--- src/rtl/char_grid_display_if.sv ---
// Pixel query, character-buffer write port and per-pixel result bundle.
// Latency: none; this is wiring only.
// Backpressure: none; every signal is sampled or produced on each clock.
interface char_grid_display_if #(
  parameter int COLS   = 8,
  parameter int ROWS   = 2,
  parameter int ADDR_W = 19
);
  localparam int RW = (ROWS > 1) ? $clog2(ROWS) : 1;
  localparam int CW = (COLS > 1) ? $clog2(COLS) : 1;

  logic [9:0]        x;
  logic [8:0]        y;
  logic              frame_tick;
  logic              wr_en;
  logic [RW-1:0]     wr_row;
  logic [CW-1:0]     wr_col;
  logic [7:0]        wr_char;
  logic [1:0]        wr_attr;
  logic [ROWS-1:0]   scroll_en;
  logic              hl_en;

  logic              in_grid;
  logic              visible;
  logic              highlight;
  logic [RW-1:0]     row_id;
  logic [7:0]        char;
  logic [ADDR_W-1:0] sprite_addr;

  modport master (
    output x, y, frame_tick, wr_en, wr_row, wr_col, wr_char, wr_attr, scroll_en, hl_en,
    input  in_grid, visible, highlight, row_id, char, sprite_addr
  );

  modport slave (
    input  x, y, frame_tick, wr_en, wr_row, wr_col, wr_char, wr_attr, scroll_en, hl_en,
    output in_grid, visible, highlight, row_id, char, sprite_addr
  );
endinterface

--- src/rtl/char_grid_display.sv ---
// Character-grid overlay: hit-tests the pixel, looks up the (scrolled) cell, emits sprite address.
// Latency: 2 cycles from x/y to outputs; buffer writes land in the same edge they are strobed.
// Backpressure: none; one pixel accepted every cycle.
module char_grid_display #(
  parameter int COLS          = 8,
  parameter int ROWS          = 2,
  parameter int CELL_W        = 50,
  parameter int CELL_H        = 50,
  parameter int X0            = 120,
  parameter int Y0            = 25,
  parameter int ROW_PITCH     = 190,
  parameter int CHAR_BASE     = 33,
  parameter int ADDR_W        = 19,
  parameter int BLINK_FRAMES  = 30,
  parameter int SCROLL_FRAMES = 15
) (
  input logic              clk,
  input logic              reset,
  char_grid_display_if.slave g
);
  localparam int RW = (ROWS > 1) ? $clog2(ROWS) : 1;
  localparam int CW = (COLS > 1) ? $clog2(COLS) : 1;

  // character buffer and marquee state
  logic [7:0]    buf_code_q [ROWS][COLS];
  logic [7:0]    buf_code_d [ROWS][COLS];
  logic [1:0]    buf_attr_q [ROWS][COLS];
  logic [1:0]    buf_attr_d [ROWS][COLS];
  logic [CW-1:0] pos_q [ROWS];
  logic [CW-1:0] pos_d [ROWS];
  logic [15:0]   scroll_cnt_q, scroll_cnt_d;
  logic [15:0]   blink_cnt_q, blink_cnt_d;
  logic          blink_phase_q, blink_phase_d;
  logic          scroll_step;

  // stage 1
  logic          row_hit, col_hit;
  logic          s1_hit_q, s1_hit_d;
  logic [RW-1:0] s1_row_q, s1_row_d;
  logic [CW-1:0] s1_col_q, s1_col_d;
  logic [9:0]    s1_lx_q, s1_lx_d;
  logic [8:0]    s1_ly_q, s1_ly_d;

  // stage 2
  logic [CW:0]       col_raw;
  logic [CW-1:0]     sel_col;
  logic [7:0]        cell_code;
  logic [1:0]        cell_attr;
  logic              vis;
  logic              in_grid_q, in_grid_d;
  logic              visible_q, visible_d;
  logic              highlight_q, highlight_d;
  logic [RW-1:0]     row_id_q, row_id_d;
  logic [7:0]        char_q, char_d;
  logic [ADDR_W-1:0] sprite_addr_q, sprite_addr_d;

  // Frame dividers: the scroll step and blink toggle both fire on the wrapping tick.
  always_comb begin
    scroll_step   = g.frame_tick && (scroll_cnt_q == 16'(SCROLL_FRAMES - 1));
    scroll_cnt_d  = scroll_cnt_q;
    blink_cnt_d   = blink_cnt_q;
    blink_phase_d = blink_phase_q;
    if (g.frame_tick) begin
      scroll_cnt_d = scroll_step ? 16'd0 : scroll_cnt_q + 16'd1;
      if (blink_cnt_q == 16'(BLINK_FRAMES - 1)) begin
        blink_cnt_d   = 16'd0;
        blink_phase_d = ~blink_phase_q;
      end else begin
        blink_cnt_d = blink_cnt_q + 16'd1;
      end
    end
  end

  // Buffer write (out-of-range indices dropped) and per-row marquee position.
  always_comb begin
    buf_code_d = buf_code_q;
    buf_attr_d = buf_attr_q;
    if (g.wr_en && (32'(g.wr_row) < 32'(ROWS)) && (32'(g.wr_col) < 32'(COLS))) begin
      buf_code_d[g.wr_row][g.wr_col] = g.wr_char;
      buf_attr_d[g.wr_row][g.wr_col] = g.wr_attr;
    end
    for (int r = 0; r < ROWS; r++) begin
      pos_d[r] = pos_q[r];
      if (!g.scroll_en[r]) begin
        pos_d[r] = '0;
      end else if (scroll_step) begin
        pos_d[r] = (32'(pos_q[r]) == 32'(COLS - 1)) ? '0 : pos_q[r] + 1'b1;
      end
    end
  end

  // Stage 1 hit test; cells never overlap, so at most one row and one column match.
  always_comb begin
    row_hit  = 1'b0;
    col_hit  = 1'b0;
    s1_row_d = '0;
    s1_col_d = '0;
    s1_lx_d  = '0;
    s1_ly_d  = '0;
    for (int r = 0; r < ROWS; r++) begin
      if ((32'(g.y) >= 32'(Y0 + r * ROW_PITCH)) && (32'(g.y) < 32'(Y0 + r * ROW_PITCH + CELL_H))) begin
        row_hit  = 1'b1;
        s1_row_d = RW'(r);
        s1_ly_d  = 9'(32'(g.y) - 32'(Y0 + r * ROW_PITCH));
      end
    end
    for (int c = 0; c < COLS; c++) begin
      if ((32'(g.x) >= 32'(X0 + c * CELL_W)) && (32'(g.x) < 32'(X0 + (c + 1) * CELL_W))) begin
        col_hit  = 1'b1;
        s1_col_d = CW'(c);
        s1_lx_d  = 10'(32'(g.x) - 32'(X0 + c * CELL_W));
      end
    end
    s1_hit_d = row_hit && col_hit;
  end

  // Stage 2: scrolled buffer lookup and output formation.
  always_comb begin
    col_raw   = (CW+1)'(s1_col_q) + (CW+1)'(pos_q[s1_row_q]);
    sel_col   = (col_raw >= (CW+1)'(COLS)) ? CW'(col_raw - (CW+1)'(COLS)) : CW'(col_raw);
    cell_code = buf_code_q[s1_row_q][sel_col];
    cell_attr = buf_attr_q[s1_row_q][sel_col];
    vis       = s1_hit_q && (32'(cell_code) >= 32'(CHAR_BASE)) && !(cell_attr[1] && blink_phase_q);
    in_grid_d     = s1_hit_q;
    visible_d     = vis;
    highlight_d   = s1_hit_q && g.hl_en && cell_attr[0];
    row_id_d      = s1_hit_q ? s1_row_q : '0;
    char_d        = vis ? cell_code : 8'd0;
    sprite_addr_d = '0;
    if (vis) begin
      sprite_addr_d = ADDR_W'((32'(cell_code) - 32'(CHAR_BASE)) * 32'(CELL_W * CELL_H)
                              + 32'(s1_ly_q) * 32'(CELL_W) + 32'(s1_lx_q));
    end
  end

  // State and pipeline registers.
  always_ff @(posedge clk or negedge reset) begin
    if (!reset) begin
      for (int r = 0; r < ROWS; r++) begin
        pos_q[r] <= '0;
        for (int c = 0; c < COLS; c++) begin
          buf_code_q[r][c] <= '0;
          buf_attr_q[r][c] <= '0;
        end
      end
      scroll_cnt_q  <= '0;
      blink_cnt_q   <= '0;
      blink_phase_q <= 1'b0;
      s1_hit_q      <= 1'b0;
      s1_row_q      <= '0;
      s1_col_q      <= '0;
      s1_lx_q       <= '0;
      s1_ly_q       <= '0;
      in_grid_q     <= 1'b0;
      visible_q     <= 1'b0;
      highlight_q   <= 1'b0;
      row_id_q      <= '0;
      char_q        <= '0;
      sprite_addr_q <= '0;
    end else begin
      buf_code_q    <= buf_code_d;
      buf_attr_q    <= buf_attr_d;
      pos_q         <= pos_d;
      scroll_cnt_q  <= scroll_cnt_d;
      blink_cnt_q   <= blink_cnt_d;
      blink_phase_q <= blink_phase_d;
      s1_hit_q      <= s1_hit_d;
      s1_row_q      <= s1_row_d;
      s1_col_q      <= s1_col_d;
      s1_lx_q       <= s1_lx_d;
      s1_ly_q       <= s1_ly_d;
      in_grid_q     <= in_grid_d;
      visible_q     <= visible_d;
      highlight_q   <= highlight_d;
      row_id_q      <= row_id_d;
      char_q        <= char_d;
      sprite_addr_q <= sprite_addr_d;
    end
  end

  assign g.in_grid     = in_grid_q;
  assign g.visible     = visible_q;
  assign g.highlight   = highlight_q;
  assign g.row_id      = row_id_q;
  assign g.char        = char_q;
  assign g.sprite_addr = sprite_addr_q;
endmodule

--- src/flat_wrapper.sv ---
// flat-port wrapper written by rule: the top's interface ports become plain ports
module char_grid_display_flat 
#(
  parameter int COLS          = 8,
  parameter int ROWS          = 2,
  parameter int CELL_W        = 50,
  parameter int CELL_H        = 50,
  parameter int X0            = 120,
  parameter int Y0            = 25,
  parameter int ROW_PITCH     = 190,
  parameter int CHAR_BASE     = 33,
  parameter int ADDR_W        = 19,
  parameter int BLINK_FRAMES  = 30,
  parameter int SCROLL_FRAMES = 15
)
  (clk, reset, g_x, g_y, g_frame_tick, g_wr_en, g_wr_row, g_wr_col, g_wr_char, g_wr_attr, g_scroll_en, g_hl_en, g_in_grid, g_visible, g_highlight, g_row_id, g_char, g_sprite_addr);
  char_grid_display_if #(.COLS(COLS), .ROWS(ROWS), .ADDR_W(ADDR_W)) g_i ();
  input logic clk;
  input logic reset;
  input wire logic [$bits(g_i.x)-1:0] g_x;
  input wire logic [$bits(g_i.y)-1:0] g_y;
  input wire logic [$bits(g_i.frame_tick)-1:0] g_frame_tick;
  input wire logic [$bits(g_i.wr_en)-1:0] g_wr_en;
  input wire logic [$bits(g_i.wr_row)-1:0] g_wr_row;
  input wire logic [$bits(g_i.wr_col)-1:0] g_wr_col;
  input wire logic [$bits(g_i.wr_char)-1:0] g_wr_char;
  input wire logic [$bits(g_i.wr_attr)-1:0] g_wr_attr;
  input wire logic [$bits(g_i.scroll_en)-1:0] g_scroll_en;
  input wire logic [$bits(g_i.hl_en)-1:0] g_hl_en;
  output wire logic [$bits(g_i.in_grid)-1:0] g_in_grid;
  output wire logic [$bits(g_i.visible)-1:0] g_visible;
  output wire logic [$bits(g_i.highlight)-1:0] g_highlight;
  output wire logic [$bits(g_i.row_id)-1:0] g_row_id;
  output wire logic [$bits(g_i.char)-1:0] g_char;
  output wire logic [$bits(g_i.sprite_addr)-1:0] g_sprite_addr;
  assign g_i.x = g_x;
  assign g_i.y = g_y;
  assign g_i.frame_tick = g_frame_tick;
  assign g_i.wr_en = g_wr_en;
  assign g_i.wr_row = g_wr_row;
  assign g_i.wr_col = g_wr_col;
  assign g_i.wr_char = g_wr_char;
  assign g_i.wr_attr = g_wr_attr;
  assign g_i.scroll_en = g_scroll_en;
  assign g_i.hl_en = g_hl_en;
  assign g_in_grid = g_i.in_grid;
  assign g_visible = g_i.visible;
  assign g_highlight = g_i.highlight;
  assign g_row_id = g_i.row_id;
  assign g_char = g_i.char;
  assign g_sprite_addr = g_i.sprite_addr;
  char_grid_display #(.COLS(COLS), .ROWS(ROWS), .CELL_W(CELL_W), .CELL_H(CELL_H), .X0(X0), .Y0(Y0), .ROW_PITCH(ROW_PITCH), .CHAR_BASE(CHAR_BASE), .ADDR_W(ADDR_W), .BLINK_FRAMES(BLINK_FRAMES), .SCROLL_FRAMES(SCROLL_FRAMES)) u_core (.clk(clk), .reset(reset), .g(g_i));
endmodule
--- config.mk ---
export PLATFORM = sky130hd
export DESIGN_NAME = char_grid_display_flat
export DESIGN_NICKNAME = d
export VERILOG_FILES = /design/src/rtl/char_grid_display_if.sv /design/src/rtl/char_grid_display.sv /design/src/flat_wrapper.sv
export SDC_FILE = /design/constraint.sdc
export NUM_CORES = 1
export LEC_CHECK = 0
export BUFFER_PORTS_ARGS = -buffer_cell sky130_fd_sc_hd__buf_2
export CORE_ASPECT_RATIO = 1.25
export CORE_MARGIN = 3
export CORE_UTILIZATION = 60
export CTS_BUF_LIST = sky130_fd_sc_hd__clkbuf_2
export DETAILED_ROUTE_END_ITERATION = 7
export HOLD_SLACK_MARGIN = 0.15
export PLACE_DENSITY = 0.79
export SETUP_SLACK_MARGIN = 0.4
export SYNTH_ARGS = -nofsm -noshare
export SYNTH_HDL_FRONTEND = slang
export SYNTH_SLANG_ARGS = --single-unit
--- constraint.sdc ---
create_clock -name clk -period 13.07 [get_ports clk]
set_input_delay 2.614 -clock clk [delete_from_list [all_inputs] [get_ports clk]]
set_output_delay 2.614 -clock clk [all_outputs]
set_load 0.02 [all_outputs]
Word-level counts from Yosys, hierarchy flattened
Index checks and enable logic that the tools add are counted.
- $lt $le $gt $ge: 28
- reduce and logical (&&, ||, !) cells: 21
- bitwise operators: 5
- multipliers: 2
- $add $sub $neg: 19
- multiplexer cells: 65
- equality and inequality tests: 6
- shift operators: 0
- div/mod/pow operators: 0
- operator list (cell ; number):
    64-bit 2-to-1 mux ; 4
    128-bit bitwise mux ; 1
    16-bit 2-to-1 mux ; 6
    10-bit 2-to-1 mux ; 8
    64-bit demux with 1-bit select ; 1
    10-bit by 9-bit greater-or-equal comparator with 1-bit output (second input constant) ; 5
    10-bit by 9-bit less-than comparator with 1-bit output (second input constant) ; 5
    10-bit by 9-bit subtractor with 10-bit output (second input constant) ; 5
    3-bit 2-to-1 mux ; 14
    16-bit by 1-bit adder with 16-bit output (second input constant) ; 2
    32-bit bitwise mux ; 1
    32-bit by 10-bit multiplier with 17-bit output (second input constant) ; 1
    8-bit 2-to-1 mux ; 4
    8-bit binary-select mux with 3-bit select ; 1
    8-bit demux with 3-bit select ; 1
    10-bit by 8-bit greater-or-equal comparator with 1-bit output (second input constant) ; 2
    10-bit by 8-bit less-than comparator with 1-bit output (second input constant) ; 2
    10-bit by 8-bit subtractor with 10-bit output (second input constant) ; 2
    19-bit by 10-bit adder with 19-bit output ; 1
    19-bit by 15-bit adder with 19-bit output ; 1
    1-bit logical AND ; 19
    19-bit 2-to-1 mux ; 1
    9-bit 2-to-1 mux ; 2
    16-bit demux with 1-bit select ; 1
    other kinds (32) ; 56
- memories kept: 0
- bits in latches: 0
- input bits: 40
- bits in writable memories: 0
- logic and storage cells: 194
- bits in read-only memories: 0
- output and inout port bits: 31
- register bits: 254

Depth between registers and ports, before layout
- depth after elaboration: 16
- depth in mapped cells: 38
- gate-level depth less buffers: 34

Worst setup path before layout
No wires, ideal clock.
- kind: register -> register
- from: register u_core.s1_row_q
- to: register u_core.sprite_addr_q[18] (netlist: u_core.g.sprite_addr[18])
- path slack: 3.531 ns
- library setup time: 0.073 ns
- arrival: 9.466 ns
- stages on the path, launching flop included: 35
- data required time: 12.997 ns
- path buffers: 4
- period minus slack after synthesis: 9.539 ns
- cells stage by stage: dfrtp_1 > buf_6 > buf_2 > clkbuf_1 > mux2_2 > ha_1 > fa_1 > xor2_2 > xnor2_4 > mux4_2 > buf_6 > inv_1 > ha_1 > inv_1 > o41ai_4 > nand2_1 > fa_1 > inv_1 > ha_1 > fa_1 > ha_1 > inv_1 > fa_1 > inv_1 > ha_1 > or3_1 > a311o_1 > and2_1 > xor2_1 > ha_1 > o21a_1 > nor2_1 > a2111oi_0 > xnor3_1 > nor2_1
- word-level cells in the longest chain between the ends: 16
- elaborated cells on any way between the ends: 31
- classes of those cells: add/sub: 5; mul: 1; order compare: 2; mux: 17; bitwise: 2; reduce/logical: 4
- RTL lines (what ; line ; text):
    start: declaration ; char_grid_display.sv:39 ; logic [RW-1:0] s1_row_q, s1_row_d;
    start signal: assignment ; char_grid_display.sv:168 ; s1_row_q <= s1_row_d;
    1-bit NOT with 2-bit output (not written as such) (*) ; char_grid_display.sv:119, char_grid_display.sv:121, char_grid_display.sv:122 ;
    3-bit 2-to-1 mux (not written as such) (3 in a row) ; char_grid_display.sv:119 ; col_raw = (CW+1)'(s1_col_q) + (CW+1)'(pos_q[s1_row_q]);
    3-bit by 3-bit adder with 4-bit output ; char_grid_display.sv:119 ;
    4-bit greater-or-equal comparator / 3-bit by 1-bit subtractor with 3-bit output (equally long branches) ; char_grid_display.sv:120 ; sel_col = (col_raw >= (CW+1)'(COLS)) ? CW'(col_raw - (CW+1)'(COLS)) : CW'(col_raw);
    3-bit 2-to-1 mux ; char_grid_display.sv:120 ;
    3-bit NOT with 4-bit output (not written as such) ; char_grid_display.sv:121, char_grid_display.sv:122 ;
    8-bit binary-select mux with 3-bit select ; char_grid_display.sv:121 ; cell_code = buf_code_q[s1_row_q][sel_col];
    8-bit 2-to-1 mux (not written as such) (2 in a row) ; char_grid_display.sv:121 ;
    8-bit by 6-bit subtractor with 9-bit output ; char_grid_display.sv:131 ; sprite_addr_d = ADDR_W'((32'(cell_code) - 32'(CHAR_BASE)) * 32'(CELL_W * CELL_H)
    32-bit by 10-bit multiplier with 17-bit output ; char_grid_display.sv:131 ;
    19-bit by 15-bit adder with 19-bit output ; char_grid_display.sv:132 ; + 32'(s1_ly_q) * 32'(CELL_W) + 32'(s1_lx_q));
    19-bit by 10-bit adder with 19-bit output ; char_grid_display.sv:132 ;
    19-bit 2-to-1 mux (*) ; char_grid_display.sv:130 ; if (vis) begin
    net u_core.sprite_addr_d[18] ; char_grid_display.sv:55 ; logic [ADDR_W-1:0] sprite_addr_q, sprite_addr_d;
    end signal: assignment ; char_grid_display.sv:177 ; sprite_addr_q <= sprite_addr_d;
    end: declaration ; char_grid_display.sv:55 ;
Mark *: on every way through the listed nets, which the timed path passes. The rest lies on a longest branch. The select of a mux whose other input is x is not followed.
A chain may end at the register's enable or synchronous reset.

Worst setup path after layout
Same ends and word-level chain as after synthesis.

==> results.json <==
{
  "fp.dieArea_sq_um": 28500,
  "core_area_sq_um": 25600,
  "clk_pin_slew_worst_paths_ns": 0.10,
  "syn_area_sq_um": 15900,
  "synth_edf_count": 0,
  "crit_arrival_ns": 10.78,
  "drive_gt1_share_pct": 25.2,
  "cts_buffers": 61,
  "hold_viol": 0,
  "layout_common_cells": "dfrtp_1, mux2_2, ha_1, inv_1, nor2_1",
  "synth_area_per_cell_sq_um": 11.5,
  "start_kind": "flop",
  "grt_pass1_wl_um": 56000,
  "layout_min_cycle_time_ns": 9.99,
  "num_rows": 65,
  "cp_common_cell": "ha_1",
  "cts.sink_count": 254,
  "wl_um": 33300,
  "critPathMaxStageDelay_ns": 0.70,
  "max_freq_mhz": 100,
  "place_inst": 1739,
  "dp.final_hpwl_um": 24200,
  "htreeDepth": 2,
  "filler_cell_count": 1932,
  "min_path_type": "flop to flop",
  "fin_crit_sh_pct": 76.5,
  "final_cells": 1838,
  "cts_hold_buf": 0,
  "grt-ovfl-total": 0,
  "drc": 0,
  "die_w_um": 152,
  "synth_nets": 1577,
  "grt_pass1_vias": 11300,
  "ant_nets": 0,
  "fin_hold_ws_ns": 0.478,
  "crit_type": "flop to flop",
  "cp_slowest_cell": "fa_1",
  "slew_viol_final": 0,
  "antenna_found_initial": 2,
  "cts_tree": "yes",
  "tightest_slew_ns": 1.22,
  "placed_area_sq_um": 16500,
  "post_cts_buffers": 0,
  "finalSetupViolations": 0,
  "seq_area_frac_synth_pct": 40.0,
  "grt.total_usage_pct": 24.3,
  "syn_to_final_growth_pct": 6.87,
  "ys_ff_latch": 254,
  "final_area_sq_um": 17000,
  "drt_iter0_markers": 746,
  "grt_max_degree": 137,
  "cts_buffer_depth": 3,
  "vias_per_cell": 5.92,
  "clkLatencyLatePin_ns": 0.89,
  "post_drt_wl_per_cell_um": 18.1,
  "tns_ns": 0,
  "synthFlopType": "dfrtp_1",
  "ys_async_sr_fraction_pct": 100,
  "vias": 10900,
  "yosys_warnings": 0,
  "rsz0062_at_grt": "false",
  "boundaryPins": 71,
  "ctsResizeCount": 0,
  "synth.distinct_cells": 74,
  "crit_required_ns": 13.85,
  "die_h_um": 188,
  "syn_inst": 1385,
  "fin_nets": 1659,
  "port-buffer-count": 70,
  "end_kind": "flop",
  "firstDrtPassIters": 7,
  "critPathMaxFanout": 44,
  "slew_headroom_pct": 18.3,
  "status": "finished clean",
  "max_cap_viol_count": 0,
  "initial_core_util_pct": 62.0,
  "gp_congestion": 0.919,
  "clock_skew_ns": 0.0919,
  "layout_commonest_cell": "dfrtp_1",
  "root_buffer": "clkbuf_2"
}
-- cell families (layout without fill, tap and decap cells) --
logic type | count (synthesis) | after routing | synth area share (%)
buf+inv | 164 | 280 | 4.06
fa+ha+maj | 152 | 152 | 13.5
compound gates | 196 | 196 | 8.32
flops | 254 | 254 | 40.0
mux | 223 | 223 | 19.6
xor+xnor | 83 | 83 | 4.83
other cells | 0 | 2 | 0
simple gates | 313 | 313 | 9.66
-- critical path: cells and delay by family, from the launching register on --
family,cells,cell delay [ns]
xor gates and xnor gates,4,1.29
adders and majority gates,10,3.64
buffers and inverters,6,1.04
AOI/OAI and AO/OA,4,1.37
DFF,1,0.35
muxes,2,1.09
and+or+nand+nor,5,1.13
-- metrics by stage --
stage          setup WS, ns  util, %
2_1_floorplan          3.53        -
3_3_place_gp           3.14     64.3
3_5_place_dp           2.98     64.3
4_1_cts                2.99     66.3
5_1_grt                2.36     66.3
6_report               3.08     66.3
-- synthesized netlist by cell type (16+ instances only) --
| library cell | count | share of area (%) |
|---|---|---|
| inv_1 | 105 | 2.5 |
| nand3_1 | 20 | 0.63 |
| mux2_2 | 165 | 12 |
| fa_1 | 33 | 4.2 |
| xor2_1 | 25 | 1.4 |
| o21ai_0 | 27 | 0.85 |
| dfrtp_1 | 254 | 40 |
| nand2_1 | 73 | 1.7 |
| and3_1 | 22 | 0.87 |
| nor2b_1 | 18 | 0.71 |
| nand2b_1 | 16 | 0.63 |
| nor2_1 | 91 | 2.1 |
| a21oi_1 | 54 | 1.7 |
| xnor2_1 | 55 | 3.0 |
| ha_1 | 119 | 9.4 |
| nor3_1 | 16 | 0.50 |
| mux4_2 | 40 | 5.7 |
| clkbuf_1 | 51 | 1.2 |
-- state kept, by name, indices dropped and copies added (netlist names) --
signal / flops
u_core.s1_col_q: 3
u_core.in_grid_d: 1
u_core.g.highlight: 1
u_core.s1_row_q: 1
u_core.g.visible: 1
u_core.g.in_grid: 1
u_core.buf_attr_q: 32
u_core.blink_phase_q: 1
u_core.s1_lx_q: 10
u_core.s1_ly_q: 9
u_core.g.sprite_addr: 19
u_core.g.char: 8
u_core.g.row_id: 1
u_core.blink_cnt_q: 16
u_core.buf_code_q: 128
u_core.pos_q: 6
u_core.scroll_cnt_q: 16
-- final cells by class --
| class | count | area (sq um) | area share (%) |
|---|---|---|---|
| clock buffers | 82 | 410 | 2.42 |
| flip-flops and latches | 254 | 6360 | 37.4 |
| diodes | 2 | 5.00 | 0.0295 |
| clock inverters | 15 | 83.8 | 0.494 |
| well taps | 335 | 419 | 2.47 |
| repair buffers | 77 | 413 | 2.43 |
| multi-input cells | 967 | 8890 | 52.4 |
| inverters | 106 | 399 | 2.35 |
-- path summary, 6_finish.rpt --
check / startpoint / slack, ns / depth (start not counted) / end
worst max-delay path: u_core.s1_row_q / 3.08 / 31 / u_core.g.sprite_addr[18]
max in group asynchronous: reset / 9.06 / 3 / u_core.s1_row_q
worst min-delay path: u_core.scroll_cnt_q[15] / 0.48 / 1 / u_core.scroll_cnt_q[15]
worst min register to register: u_core.scroll_cnt_q[15] / 0.48 / 1 / u_core.scroll_cnt_q[15]
min in group asynchronous: reset / 1.87 / 1 / u_core.buf_attr_q[20]
worst max register to register: u_core.s1_row_q / 3.08 / 31 / u_core.g.sprite_addr[18]
-- layer usage --
metal | vias up | track usage [%] | wire (um) | part of all wire (%)
met5 | - | 0 | 0 | 0
met4 | 0 | 7.71 | 680 | 2.0
met3 | 52 | 4.21 | 1440 | 4.3
met2 | 264 | 40.6 | 16800 | 51
met1 | 5444 | 32.3 | 14300 | 43
li1 | 5123 | - | - | -
Power is left out: the tool's default activity adds up to more than one toggle a clock period on the data nets, which glitch-free logic cannot reach.
